$ cat config.mk
export PLATFORM = sky130hd
export DESIGN_NAME = exec_stage
export DESIGN_NICKNAME = d
export VERILOG_FILES = /design/src/rtl/exec_pkg.sv /design/src/rtl/mul_iter.sv /design/src/rtl/exec_stage.sv
export SDC_FILE = /design/constraint.sdc
export NUM_CORES = 1
export LEC_CHECK = 0
export CAP_MARGIN = 5
export CORE_UTILIZATION = 40
export DETAILED_ROUTE_END_ITERATION = 7
export PLACE_DENSITY = 0.66
export SYNTH_ARGS = -nofsm -noshare
export SYNTH_HDL_FRONTEND = slang
export SYNTH_SLANG_ARGS = --single-unit
export TNS_END_PERCENT = 50
$ cat constraint.sdc
create_clock -name clk -period 5.8 [get_ports clk]
set_input_delay 0.87 -clock clk [delete_from_list [all_inputs] [get_ports clk]]
set_output_delay 0.87 -clock clk [all_outputs]
set_load 0.005 [all_outputs]
$ cat src/rtl/exec_pkg.sv
// Shared types and constants for the execute stage: ALU opcodes, FSM states,
// condition flags and the default multiplier iteration count.
package exec_pkg;

  typedef enum logic [2:0] {
    OP_ADD = 3'b000,
    OP_SUB = 3'b001,
    OP_AND = 3'b010,
    OP_OR  = 3'b011,
    OP_XOR = 3'b100,
    OP_SLL = 3'b101,
    OP_SRL = 3'b110,
    OP_MUL = 3'b111
  } alu_op_e;

  typedef enum logic {
    ST_IDLE = 1'b0,
    ST_BUSY = 1'b1
  } exec_state_e;

  typedef struct packed {
    logic n;
    logic z;
    logic c;
    logic v;
  } flags_t;

  localparam int MUL_CYCLES_DEFAULT = 32;

  function automatic flags_t make_flags(logic [31:0] r, logic c, logic v);
    flags_t f;
    f.n = r[31];
    f.z = (r == 32'd0);
    f.c = c;
    f.v = v;
    return f;
  endfunction

endpackage

$ cat src/rtl/mul_iter.sv
// Iterative shift-add multiplier datapath; one partial product per step.
// product_o already includes the current step, so the last step's sum is usable directly.
module mul_iter (
  input  logic        clk,
  input  logic        start_i,
  input  logic        step_i,
  input  logic        last_i,
  input  logic [31:0] a_i,
  input  logic [31:0] b_i,
  output logic        done_o,
  output logic [31:0] product_o
);

  logic [31:0] acc_q, acc_d;
  logic [31:0] mcand_q, mcand_d;
  logic [31:0] mplier_q, mplier_d;
  logic [31:0] acc_step;

  assign acc_step  = acc_q + (mplier_q[0] ? mcand_q : 32'd0);
  assign product_o = acc_step;
  assign done_o    = step_i & last_i;

  always_comb begin
    acc_d    = acc_q;
    mcand_d  = mcand_q;
    mplier_d = mplier_q;
    if (start_i) begin
      acc_d    = 32'd0;
      mcand_d  = a_i;
      mplier_d = b_i;
    end else if (step_i) begin
      acc_d    = acc_step;
      mcand_d  = {mcand_q[30:0], 1'b0};
      mplier_d = {1'b0, mplier_q[31:1]};
    end
  end

  always_ff @(posedge clk) begin
    acc_q    <= acc_d;
    mcand_q  <= mcand_d;
    mplier_q <= mplier_d;
  end

endmodule

$ cat src/rtl/exec_stage.sv
// Execute stage: single-cycle ALU plus a multi-cycle MUL that stalls upstream
// while the shift-add multiplier iterates; results and controls are registered.
module exec_stage
  import exec_pkg::*;
#(
  parameter int MUL_CYCLES = MUL_CYCLES_DEFAULT
) (
  input  logic        clk,
  input  logic        reset,
  input  logic [31:0] DATA1,
  input  logic [31:0] DATA2,
  input  logic [31:0] IMMEXTEND,
  input  logic [2:0]  ALUSIGNAL,
  input  logic        OPBSELECT,
  input  logic        WE,
  input  logic        SELECTMEM,
  input  logic        DATAINPUTS,
  input  logic        DATAINPUTON,
  input  logic        FLUSH,
  output logic [31:0] ALURESULT,
  output logic [31:0] WRITEDATA,
  output logic [3:0]  FLAGS,
  output logic        WE_M,
  output logic        SELECTMEM_M,
  output logic        DATAINPUTS_M,
  output logic        DATAINPUTON_M,
  output logic        STALL
);

  localparam int CNT_W = (MUL_CYCLES > 1) ? $clog2(MUL_CYCLES) : 1;
  localparam logic [CNT_W-1:0] CNT_LAST = CNT_W'(MUL_CYCLES - 1);

  function automatic logic add_ovf(logic signed [31:0] a, logic signed [31:0] b,
                                   logic signed [31:0] s);
    return (a[31] == b[31]) && (s[31] != a[31]);
  endfunction

  function automatic logic sub_ovf(logic signed [31:0] a, logic signed [31:0] b,
                                   logic signed [31:0] s);
    return (a[31] != b[31]) && (s[31] != a[31]);
  endfunction

  exec_state_e      state_q, state_d;
  logic [CNT_W-1:0] cnt_q, cnt_d;
  logic [31:0]      res_q, res_d;
  logic [31:0]      wdata_q, wdata_d;
  flags_t           flags_q, flags_d;
  logic [3:0]       ctrlm_q, ctrlm_d;
  logic [3:0]       ctrl_cap_q, ctrl_cap_d;
  logic [31:0]      wdata_cap_q, wdata_cap_d;

  alu_op_e     op;
  logic [31:0] op_b;
  logic [3:0]  ctrl_in;
  logic [31:0] alu_res;
  logic        alu_c, alu_v;
  logic [32:0] wide;
  logic        mul_start, mul_step, mul_last, mul_done;
  logic [31:0] mul_prod;

  assign op       = alu_op_e'(ALUSIGNAL);
  assign op_b     = OPBSELECT ? IMMEXTEND : DATA2;
  assign ctrl_in  = {WE, SELECTMEM, DATAINPUTS, DATAINPUTON};
  assign mul_last = (cnt_q == CNT_LAST);

  always_comb begin
    alu_res = 32'd0;
    alu_c   = 1'b0;
    alu_v   = 1'b0;
    wide    = 33'd0;
    case (op)
      OP_ADD: begin
        wide    = {1'b0, DATA1} + {1'b0, op_b};
        alu_res = wide[31:0];
        alu_c   = wide[32];
        alu_v   = add_ovf(DATA1, op_b, wide[31:0]);
      end
      OP_SUB: begin
        // Carry out of a + ~b + 1 is the no-borrow bit.
        wide    = {1'b0, DATA1} + {1'b0, ~op_b} + 33'd1;
        alu_res = wide[31:0];
        alu_c   = wide[32];
        alu_v   = sub_ovf(DATA1, op_b, wide[31:0]);
      end
      OP_AND:  alu_res = DATA1 & op_b;
      OP_OR:   alu_res = DATA1 | op_b;
      OP_XOR:  alu_res = DATA1 ^ op_b;
      OP_SLL:  alu_res = DATA1 << op_b[4:0];
      OP_SRL:  alu_res = DATA1 >> op_b[4:0];
      default: alu_res = 32'd0;
    endcase
  end

  always_comb begin
    state_d     = state_q;
    cnt_d       = cnt_q;
    res_d       = res_q;
    wdata_d     = wdata_q;
    flags_d     = flags_q;
    ctrlm_d     = ctrlm_q;
    ctrl_cap_d  = ctrl_cap_q;
    wdata_cap_d = wdata_cap_q;
    mul_start   = 1'b0;
    mul_step    = 1'b0;
    STALL       = 1'b0;
    if (state_q == ST_IDLE) begin
      if (FLUSH) begin
        res_d   = 32'd0;
        wdata_d = 32'd0;
        flags_d = '0;
        ctrlm_d = 4'd0;
      end else if (op == OP_MUL) begin
        STALL       = 1'b1;
        mul_start   = 1'b1;
        cnt_d       = '0;
        state_d     = ST_BUSY;
        ctrl_cap_d  = ctrl_in;
        wdata_cap_d = DATA2;
        ctrlm_d     = 4'd0;
      end else begin
        res_d   = alu_res;
        wdata_d = DATA2;
        flags_d = make_flags(alu_res, alu_c, alu_v);
        ctrlm_d = ctrl_in;
      end
    end else begin
      // FLUSH is deliberately ignored here: the in-flight MUL always completes.
      mul_step = 1'b1;
      STALL    = ~mul_last;
      ctrlm_d  = 4'd0;
      cnt_d    = cnt_q + CNT_W'(1);
      if (mul_done) begin
        res_d   = mul_prod;
        wdata_d = wdata_cap_q;
        flags_d = make_flags(mul_prod, 1'b0, 1'b0);
        ctrlm_d = ctrl_cap_q;
        cnt_d   = '0;
        state_d = ST_IDLE;
      end
    end
    if (reset) STALL = 1'b0;
  end

  mul_iter u_mul (
    .clk       (clk),
    .start_i   (mul_start),
    .step_i    (mul_step),
    .last_i    (mul_last),
    .a_i       (DATA1),
    .b_i       (op_b),
    .done_o    (mul_done),
    .product_o (mul_prod)
  );

  always_ff @(posedge clk) begin
    if (reset) begin
      state_q <= ST_IDLE;
      cnt_q   <= '0;
      res_q   <= 32'd0;
      wdata_q <= 32'd0;
      flags_q <= '0;
      ctrlm_q <= 4'd0;
    end else begin
      state_q <= state_d;
      cnt_q   <= cnt_d;
      res_q   <= res_d;
      wdata_q <= wdata_d;
      flags_q <= flags_d;
      ctrlm_q <= ctrlm_d;
    end
  end

  always_ff @(posedge clk) begin
    ctrl_cap_q  <= ctrl_cap_d;
    wdata_cap_q <= wdata_cap_d;
  end

  assign ALURESULT     = res_q;
  assign WRITEDATA     = wdata_q;
  assign FLAGS         = flags_q;
  assign WE_M          = ctrlm_q[3];
  assign SELECTMEM_M   = ctrlm_q[2];
  assign DATAINPUTS_M  = ctrlm_q[1];
  assign DATAINPUTON_M = ctrlm_q[0];

endmodule

== Word level (Yosys, flattened, before mapping) ==
Cells that the tools add are included.
Operators by class
  add/sub/neg operators: 5
  equal/unequal tests: 15
  shift-type cells: 2
  mux-type cells: 37
  bitwise logic cells: 8
  reduce and logical (&&, ||, !) cells: 10
Operator list (number)
  32-bit two-way mux: 14
  32-bit case mux with 7 select lines: 1
  32-bit by 32-bit adder with 33-bit output: 2
  32-bit zero test: 2
  33-bit by 1-bit adder with 33-bit output (second input constant): 1
  32-bit adder: 1
  32-bit AND: 1
  4-bit two-way mux: 8
  32-bit inverter: 1
  32-bit bitwise OR: 1
  32-bit by 5-bit left shift with 32-bit output: 1
  32-bit by 5-bit right shift with 32-bit output: 1
  32-bit XOR: 1
  5-bit two-way mux: 4
  3-bit == test (second input constant): 4
  1-bit two-way mux: 8
  3-bit by 2-bit == test with 1-bit output (second input constant): 2
  5-bit by 1-bit adder with 5-bit output (second input constant): 1
  5-bit == test (second input constant): 1
  2-bit by 1-bit inequality test with 1-bit output (second input constant): 2
  1-bit case mux with 2 select lines: 2
  2-bit AND reduction: 2
  2-bit nonzero test: 2
  3-bit by 1-bit == test with 1-bit output (second input constant): 1
  other kinds (8): 13
Storage, ports and cells
  bits in registers: 210
  bits of input ports: 107
  output and inout bits: 73
  word-level logic and storage cells: 91

== Longest topological paths before layout ==
Gate-level depths: netlist (run 1).
  depth after elaboration: 10
  gate-level depth with buffers: 21
  mapped depth without buffers: 17

== Hierarchy ==
A second synthesis (run 1) with hierarchy kept.
Second synthesis, totals
  cells, all modules: 2231
  area total of the unflattened synthesis: 19092.1 sq um
Modules (own cells, without submodules)
  exec_stage: times used 1, cells each 1702, area each 13390.3 sq um, sequential area each 2622.5 sq um
  mul_iter: times used 1, cells each 529, area each 5701.7 sq um, sequential area each 2562.5 sq um

== Worst setup path before layout (run 1) ==
Ideal clock, no wire load.
  path kind: input port to flip-flop
  from: input OPBSELECT
  to: register flags_q, in the netlist FLAGS[2]
  setup time: 0.062 ns
  data arrival time: 6.058 ns
  data required time: 5.738 ns
  slack: -0.320 ns
  stages: 18
  buffers on the path: 4
  cell sequence: buf_6 mux2i_2 clkbuf_1 buf_2 buf_1 ha_1 or3_1 a31oi_1 o2111ai_1 a311oi_1 o21ai_0 o21bai_1 or4_1 nand4_1 or3_1 or4_1 or4_1 nand3_1
On the way
  word-level cells in the longest chain between the ends: 9
  elaborated cells on any way between the ends: 15
  those cells by class: 3 x add/sub; 2 x shift; 5 x mux; 4 x bitwise; 1 x reduce/logical
Ends and longest elaborated chain
  from (decl): RTL line exec_stage.sv:14  | input logic OPBSELECT,
  32-bit two-way mux (*): RTL line exec_stage.sv:62  | assign op_b = OPBSELECT ? IMMEXTEND : DATA2;
  32-bit inverter: RTL line exec_stage.sv:80  | wide = {1'b0, DATA1} + {1'b0, ~op_b} + 33'd1;
  32-bit by 32-bit adder with 33-bit output: RTL line exec_stage.sv:80
  33-bit by 1-bit adder with 33-bit output: RTL line exec_stage.sv:80
  32-bit case mux with 7 select lines (*): RTL line exec_stage.sv:71  | case (op)
  32-bit zero test (*): RTL line exec_pkg.sv:33  | f.z = (r == 32'd0);
  4-bit two-way mux (*): RTL line exec_stage.sv:112  | end else if (op == OP_MUL) begin
  4-bit two-way mux (*): RTL line exec_stage.sv:107  | if (FLUSH) begin
  4-bit two-way mux (*): RTL line exec_stage.sv:106  | if (state_q == ST_IDLE) begin
  to (signal assigned): RTL line exec_stage.sv:168  | flags_q <= flags_d;
  to (decl): RTL line exec_stage.sv:47  | flags_t flags_q, flags_d;
Every way passes the cells marked *; elsewhere a longest branch is shown, timed or not. The select of a mux whose other input is x is not followed.
A chain may end at the register's enable or synchronous reset.

== Final worst setup path (run 1) ==
  from: input DATA2[0]
  to: register flags_q, in the netlist FLAGS[2]
On the way
  word-level cells in the longest chain between the ends: 9
  elaborated cells on any way between the ends: 15
  those cells by class: 3 x add/sub; 2 x shift; 5 x mux; 4 x bitwise; 1 x reduce/logical
Ends and longest elaborated chain
  from (decl): RTL line exec_stage.sv:11  | input logic [31:0] DATA2,
  32-bit two-way mux (*): RTL line exec_stage.sv:62
  32-bit inverter: RTL line exec_stage.sv:80
  32-bit by 32-bit adder with 33-bit output: RTL line exec_stage.sv:80
  33-bit by 1-bit adder with 33-bit output: RTL line exec_stage.sv:80
  32-bit case mux with 7 select lines (*): RTL line exec_stage.sv:71
  32-bit zero test (*): RTL line exec_pkg.sv:33
  4-bit two-way mux (*): RTL line exec_stage.sv:112
  4-bit two-way mux (*): RTL line exec_stage.sv:107
  4-bit two-way mux (*): RTL line exec_stage.sv:106
Marked as above.

==> metrics.md, run 1 <==
| Metric | Value |
|---|---|
| PD cells | `between 200 and 250 nW/um^2` |
| Post-layout min period | `5650 ps` |
| Vias per cell | `~6.2` |
| CTS tree | `yes` |
| Top area cells in the synthesized netlist | `edfxtp_1, dfxtp_1, ha_1` |
| Core Box Area | `between 40000 and 50000 sq um` |
| CP required | `approximately 6300 ps` |
| Initial DRC count | `2439` |
| PortBufs | `roughly 180` |
| CP Capture Point | `FLAGS[2]$_SDFFE_PP0P_` |
| Synth area leader | `edfxtp_1` |
| Reg-to-reg critical path startpoint | `u_mul.mplier_q[0]$_DFFE_PP_` |
| Worst EP arrival | `6150 ps` |
| Tcrit/Tclk final | `0.975` |
| Share of cells above drive strength 1 | `0.193` |
| Cell leakage power | `~11 nW` |
| Sink Count | `209` |
| DRC errors left | `0` |
| CP Launch Type | `input port` |
| Yosys warns | `0` |
| Fill cell count | `~4400` |
| TritonRoute pass-1 iters | `5` |
| EDFF count, synth | `100` |
| First-pass GRT wire length | `130000 microns` |
| Routed wire length | `roughly 90000 microns` |
| Worst path max stage delay | `670 ps` |
| CTS max path bufs | `3` |
| Setup crit start | `DATA2[0]` |
| Worst skew pair latency | `between 500 and 600 ps` |
| Post-route ant nets | `0` |
| Status | `completed` |
| Multi-input logic area | `around 13000 sq um` |
| Syn nets | `2520` |
| Ys flop type | `dfxtp_1` |
| Place WS | `-365 ps` |
| Register area share after synthesis | `0.274` |
| Gr usage total | `0.365` |
| Crit path buffers/inverters | `5` |
| Area Growth Syn to Fin | `31.2%` |
| Core Util, Final | `0.533` |
| Distinct cells, synth | `90` |
| Fin. max-slew vios | `0` |
| Chip height | `~220 microns` |
| Setup_tns | `0 ps` |
| CP delay by family, top | `simple AND/OR/NAND/NOR gates` |
| Critical path cell sequence | `clkdlybuf4s50_1 > mux2i_4 > inv_4 > ha_1 > inv_1 > fa_1 > or2_2 > a21oi_1 > buf_4 > o21ba_2 > a211oi_1 > buf_4 > or4_1 > a31o_2 > a21oi_1 > mux2i_1 > o31ai_1 > or4b_2 > or4_1 > nand3_1` |
| Crit. path cell count | `20` |
| Reg2Reg Capture Point | `FLAGS[2]$_SDFFE_PP0P_` |
| Vias in the first global route | `roughly 20000` |
| Synth top area share | `0.159` |
| Largest net degree at the start of global routing | `86` |
| Die Width | `219 microns` |
| Wirelength per Cell | `roughly 27 microns` |
| Design Area, Final | `about 25000 sq um` |
| Post-synthesis cell count | `2257` |
| Synth Area per Inst | `about 8.4 sq um` |
| Die area | `about 48000 sq um` |
| Final Power | `approximately 6 mW` |
| Row cnt | `79` |
| Worst path slowest cell | `or4b_2` |
| Via count | `roughly 21000` |
| GRT overflow | `0` |
| Hold WC Path Type | `reg2reg` |
| Final hold vios | `0` |
| Maximum fanout along the worst path | `4` |
| Final worst slack | `~150 ps` |
| R2R Setup Slk | `around 1100 ps` |
| Fmax | `approximately 180 MHz` |
| Post-Syn Area | `18900 sq um` |
| # H-tree levels | `1` |
| RSZ-0062 raised after global routing | `no` |
| Top cells by count, synth | `nand2_1, nor2_1, ha_1, o21ai_0, a21oi_1` |
| CTS Buf Count | `24` |
| Initial antenna violation count | `2` |
| Most used routing layer | `met2` |
| Number of synthesized register bits | `between 200 and 250` |
| Num ports | `between 150 and 200` |
| HPWL Detailed | `just over 70000 microns` |
| Async S/R FF share, synth | `0` |
| Clock transition at path regs | `approximately 60 ps` |
| Post-CTS Setup Inserts | `0` |
| Most frequent cell after synthesis | `nand2_1` |
| Reg area | `5190 sq um` |
| Met1 usage | `0.505` |
| Least-Margin Pin Slew | `about 1100 ps` |
| Root buffer cell | `clkbuf_16` |
| Endpoints failing setup | `0` |
| Layout Nets | `about 3000` |
| Worst r2r path cells | `16` |
| Rel. slew slack | `0.264` |
| Worst VDD drop | `~320 uV` |
| Final GP Congestion | `1.07` |
| GR Util met3 | `0.0534` |
| MaxCap Viol Count | `0` |
| Placed Instance Area | `24000 sq um` |
| Initial Util | `0.406` |
| CP Class | `in2reg` |
| Max Clock Skew | `roughly 8.6 ps` |
| Critical path capture point type | `register` |
| Met2 Usage GRT | `0.578` |
==> kinds of logic (layout without fill, tap and decap cells) <==
kind of cell | after synthesis | after routing | synth area share
buffers and inverters | 250 | 723 | 0.0541
AND/OR/NAND/NOR | 738 | 738 | 0.184
flip-flops | 209 | 209 | 0.274
adder cells (fa/ha/maj) | 156 | 156 | 0.104
XOR/XNOR | 63 | 63 | 0.0292
other | 0 | 4 | 0
multiplexers | 151 | 151 | 0.109
AO/OA/AOI/OAI | 690 | 690 | 0.246
==> registers in the layout, summed over array words and instances, names as in the netlist <==
signal and flops:
ALURESULT 32, FLAGS 3, WRITEDATA 32, cnt_q 5
ctrl_cap_q 4, ctrlm_q 4, state_q 1, u_mul.acc_q 32
u_mul.mcand_q 32, u_mul.mplier_q 32, wdata_cap_q 32
==> layout by cell type (no fill, tap or decap), types with 9 or more instances in the layout <==
cell,instances
mux2i_1,104
nand2_1,231
nor2b_1,11
or3_1,13
o21bai_1,16
a311oi_1,20
xnor2_1,38
or2_2,13
o21a_1,10
a221oi_1,47
clkbuf_16,27
a31oi_1,23
ha_1,153
o211ai_1,33
inv_1,96
a211oi_1,34
a22oi_1,35
a21oi_1,142
xor2_1,25
clkdlybuf4s50_1,176
buf_12,10
nand2b_1,43
nor2_1,200
and3_1,21
nand3_1,33
dfxtp_1,108
nand4_1,16
a21o_1,22
mux4_2,37
nor3_1,69
and2_1,35
buf_4,390
o221ai_1,16
o22ai_1,48
or4_1,10
nor4_1,9
edfxtp_1,100
o21ai_0,148
==> worst min path at each step <==
stage	cells past startpoint	from	slack, ps	to
2_1_floorplan	2	u_mul.acc_q[31]$_SDFFE_PP0P_	430	u_mul.acc_q[31]$_SDFFE_PP0P_
3_3_place_gp	2	FLAGS[0]$_SDFFE_PP0P_	450	FLAGS[0]$_SDFFE_PP0P_
3_5_place_dp	2	u_mul.acc_q[31]$_SDFFE_PP0P_	460	u_mul.acc_q[31]$_SDFFE_PP0P_
4_1_cts	2	FLAGS[0]$_SDFFE_PP0P_	470	FLAGS[0]$_SDFFE_PP0P_
5_1_grt	1	FLAGS[1]$_SDFFE_PP0P_	500	FLAGS[1]$_SDFFE_PP0P_
6_report	2	FLAGS[0]$_SDFFE_PP0P_	470	FLAGS[0]$_SDFFE_PP0P_
==> per-layer routing <==
metal / part of all wire / wire (microns)
met3: 0.081 / 7310
met4: 0.038 / 3430
met2: 0.45 / 40400
met5: 0 / 0
met1: 0.43 / 39000
==> metrics by stage <==
stage	hold slack (ps)	std cells
3_5_place_dp	455	3293
6_report	474	3341
5_1_grt	501	3337
4_1_cts	469	3337
3_3_place_gp	449	3293
2_1_floorplan	434	2257
==> tightest hold or removal path: stages, from the launching register on <==
cell and delay (ps):
dfxtp_1 320, nand2_1 50, a21oi_1 60
==> area by class of cell <==
class,instances,share of cell area
multi-input cells,1798,0.514
repair buffers,579,0.198
clock buffers,38,0.0309
flip-flops and latches,209,0.209
diodes,4,0.000403
inverters,100,0.0152
clock inverters,6,0.00262
well taps,607,0.0306
==> report_power, final <==
group	total (mW)	switching (mW)	internal, mW
combinational	2.74	1.57	1.17
clock	1.59	0.641	0.951
sequential	1.78	0.0854	1.70
total	6.11	2.29	3.82
==> timing repair <==
item                                    CTS  global route
resized for setup                         0             1
hold buffers                              0             0
endpoints found under the setup margin    0             1
Power figures use the tool's default switching activity.
==> run 2, diff against run 1 <==
--- a/config.mk
+++ b/config.mk
@@ -7,6 +7,7 @@
 export LEC_CHECK = 0
 export CAP_MARGIN = 5
 export CORE_UTILIZATION = 40
+export CTS_CLUSTER_DIAMETER = 30
 export DETAILED_ROUTE_END_ITERATION = 7
 export PLACE_DENSITY = 0.66
 export SYNTH_ARGS = -nofsm -noshare
==> run 2 against run 1 <==
Flip-flop and latch count unchanged. Critical path depth decreased by 1. Critical endpoint unchanged. Die area stayed put. Via count grew 1.1%. Critical path type unchanged.
==> metrics.md, run 2 (same netlist as run 1, synthesis figures left out) <==
| Metric | Value |
|---|---|
| Clk pwr share | `0.377 (was 0.260)` |
| Fmax | `174 MHz (was 177 MHz)` |
| Fill cell count | `4354 (was 4443)` |
| Vias in the first global route | `20200 (was 19800)` |
| Reg2Reg Capture Point | `FLAGS[2]$_SDFFE_PP0P_ (unchanged)` |
| Commonest cells after routing, fill and taps aside | `buf_4, nand2_1, nor2_1, clkdlybuf4s50_1, ha_1 (unchanged)` |
| Post-layout min period | `5730 ps (was 5650 ps)` |
| Reg area | `5190 sq um (unchanged)` |
| Gate power share | `0.377 (was 0.448)` |
| Initial Util | `0.406 (unchanged)` |
| Row cnt | `79 (unchanged)` |
| CP required | `6310 ps (was 6300 ps)` |
| Status | `completed (unchanged)` |
| R2R Setup Slk | `1110 ps (was 1130 ps)` |
| Tcrit/Tclk final | `0.989 (was 0.975)` |
| Gr usage total | `0.370 (was 0.365)` |
| Internal Power | `4.75 mW (was 3.82 mW)` |
| Max Clock Skew | `43.2 ps (was 8.65 ps)` |
| Area Growth Syn to Fin | `35.6% (was 31.2%)` |
| Hold_ws | `473 ps (was 474 ps)` |
| CP Launch Type | `input port (unchanged)` |
| Worst path max stage delay | `540 ps (was 670 ps)` |
| Post-route ant nets | `0 (unchanged)` |
| Core Util, Final | `0.551 (was 0.533)` |
| Endpoints failing setup | `0 (unchanged)` |
| Critical path cell sequence | `clkdlybuf4s50_1 > mux2i_4 > inv_4 > ha_1 > inv_1 > fa_1 > or2_2 > a21oi_1 > buf_4 > a21oi_1 > a22oi_1 > a21oi_1 > o211a_1 > nor4_1 > nand4_1 > or3_1 > or4_1 > or4_1 > nand3_1 (was clkdlybuf4s50_1 > mux2i_4 > inv_4 > ha_1 > inv_1 > fa_1 > or2_2 > a21oi_1 > buf_4 > o21ba_2 > a211oi_1 > buf_4 > or4_1 > a31o_2 > a21oi_1 > mux2i_1 > o31ai_1 > or4b_2 > or4_1 > nand3_1)` |
| Layout Nets | `2998 (was 2975)` |
| Maximum fanout along the worst path | `4 (unchanged)` |
| Wirelength per Cell | `26.9 microns (was 27.0 microns)` |
| Num ports | `180 (unchanged)` |
| Routed wire length | `91000 microns (was 90100 microns)` |
| Reg power frac | `0.246 (was 0.292)` |
| Root buffer cell | `clkbuf_16 (unchanged)` |
| Die Width | `219 microns (unchanged)` |
| RSZ-0062 raised after global routing | `no (unchanged)` |
| Post-CTS Setup Inserts | `0 (unchanged)` |
| Core Box Area | `46600 sq um (unchanged)` |
| Worst skew pair latency | `580 ps (was 560 ps)` |
| Hold endpoint | `FLAGS[0]$_SDFFE_PP0P_ (unchanged)` |
| Final GP Congestion | `1.07 (unchanged)` |
| HPWL Detailed | `72300 microns (unchanged)` |
| # H-tree levels | `2 (was 1)` |
| Share of cells above drive strength 1 | `0.204 (was 0.193)` |
| DRC errors left | `0 (unchanged)` |
| Worst path slowest cell | `clkdlybuf4s50_1 (was or4b_2)` |
| CTS max path bufs | `3 (unchanged)` |
| Critical path capture point type | `register (unchanged)` |
| PD cells | `284 nW/um^2 (was 246 nW/um^2)` |
| Switch share | `0.346 (was 0.375)` |
| Hold WC Path Type | `reg2reg (unchanged)` |
| Initial DRC count | `2579 (was 2439)` |
| Sink Count | `209 (unchanged)` |
| Via count | `20900 (was 20700)` |
| Hold_buf cts | `0 (unchanged)` |
| First-pass GRT wire length | `131000 microns (was 130000 microns)` |
| Worst r2r path cells | `16 (unchanged)` |
| CTS tree | `yes (unchanged)` |
| GRT overflow | `0 (unchanged)` |
| Final hold vios | `0 (unchanged)` |
| Fin. max-slew vios | `0 (unchanged)` |
| Cell leakage power | `11.0 nW (was 10.6 nW)` |
| Post-CTS sizing | `0 (unchanged)` |
| HP Start | `FLAGS[0]$_SDFFE_PP0P_ (unchanged)` |
| PortBufs | `179 (unchanged)` |
| Placed Cells incl. Taps | `3293 (unchanged)` |
| Chip height | `219 microns (unchanged)` |
| Rel. slew slack | `0.355 (was 0.264)` |
| WHS Path Cells | `2 (unchanged)` |
| Initial antenna violation count | `1 (was 2)` |
| TritonRoute pass-1 iters | `6 (was 5)` |
| Vias per cell | `6.19 (was 6.20)` |
| Setup_tns | `0 ps (unchanged)` |
| Most common cell after layout, fill and taps aside | `buf_4 (unchanged)` |
| CP Class | `in2reg (unchanged)` |
| NetSw | `2.52 mW (was 2.29 mW)` |
| Reg-to-reg critical path startpoint | `u_mul.mplier_q[0]$_DFFE_PP_ (unchanged)` |
| Worst EP arrival | `6240 ps (was 6150 ps)` |
| Clock transition at path regs | `50 ps (was 60 ps)` |
| Critical Path Most Common Cell | `a21oi_1` |
| Fin cells | `3383 (was 3341)` |
| Worst VDD drop | `321 uV (about the same)` |
| Die area | `48200 sq um (unchanged)` |
| Largest net degree at the start of global routing | `86 (unchanged)` |
| MaxCap Viol Count | `0 (unchanged)` |
| CTS Buf Count | `47 (was 24)` |
| Multi-input logic area | `12700 sq um (about the same)` |
| Least-Margin Pin Slew | `967 ps (was 1090 ps)` |
==> run 2: how the worst max path moves through the flow <==
stage	cells past startpoint	from	to
floorplan	18	OPBSELECT	FLAGS[2]$_SDFFE_PP0P_
global placement	20	DATA2[0]	FLAGS[2]$_SDFFE_PP0P_
detailed placement	19	DATA2[0]	FLAGS[2]$_SDFFE_PP0P_
CTS	19	DATA2[0]	FLAGS[2]$_SDFFE_PP0P_
global route	19	DATA2[0]	FLAGS[2]$_SDFFE_PP0P_
finish	19	DATA2[0]	FLAGS[2]$_SDFFE_PP0P_
==> run 2: worst max-delay path: cells and delay by family <==
family	cells	cell delay, ps
buffers and inverters	4	890
and+or+nand+nor	7	2590
adders and majority gates	2	690
AOI/OAI and AO/OA	5	1000
muxes	1	160
==> run 2: stage by stage <==
step           power (mW)  setup WS, ps  area (sq um)
2_1_floorplan        3.25          13.9         18900
3_3_place_gp         4.44          -258         24000
3_5_place_dp         4.46          -365         24000
4_1_cts              7.23           193         25600
5_1_grt              7.55          1.81         25600
6_report             7.27          65.2         25600
==> run 2: per-layer routing <==
metal	GRT usage	vias up	part of all wire
li1	-	9424	-
met1	0.505	10200	0.43
met2	0.584	1107	0.45
met3	0.0621	190	0.084
met4	0.137	0	0.038
met5	0	-	0
==> run 2: power by group through the flow <==
| stage | registers [mW] | logic (mW) | clock network, mW |
|---|---|---|---|
| 4_1_cts | 1.79 | 2.67 | 2.77 |
| 6_report | 1.79 | 2.74 | 2.74 |
| 2_1_floorplan | 1.79 | 1.45 | 0 |
| 3_5_place_dp | 1.81 | 2.65 | 0 |
| 5_1_grt | 1.80 | 2.91 | 2.84 |
| 3_3_place_gp | 1.80 | 2.64 | 0 |
==> run 2: area by class of cell <==
type | instances | area share
tap | 607 | 0.0296
antenna | 3 | 0.000293
clock buffer | 63 | 0.0522
clock inverter | 24 | 0.0123
timing repair buffer | 579 | 0.191
inverter | 100 | 0.0147
sequential | 209 | 0.202
multi-input combinational | 1798 | 0.497
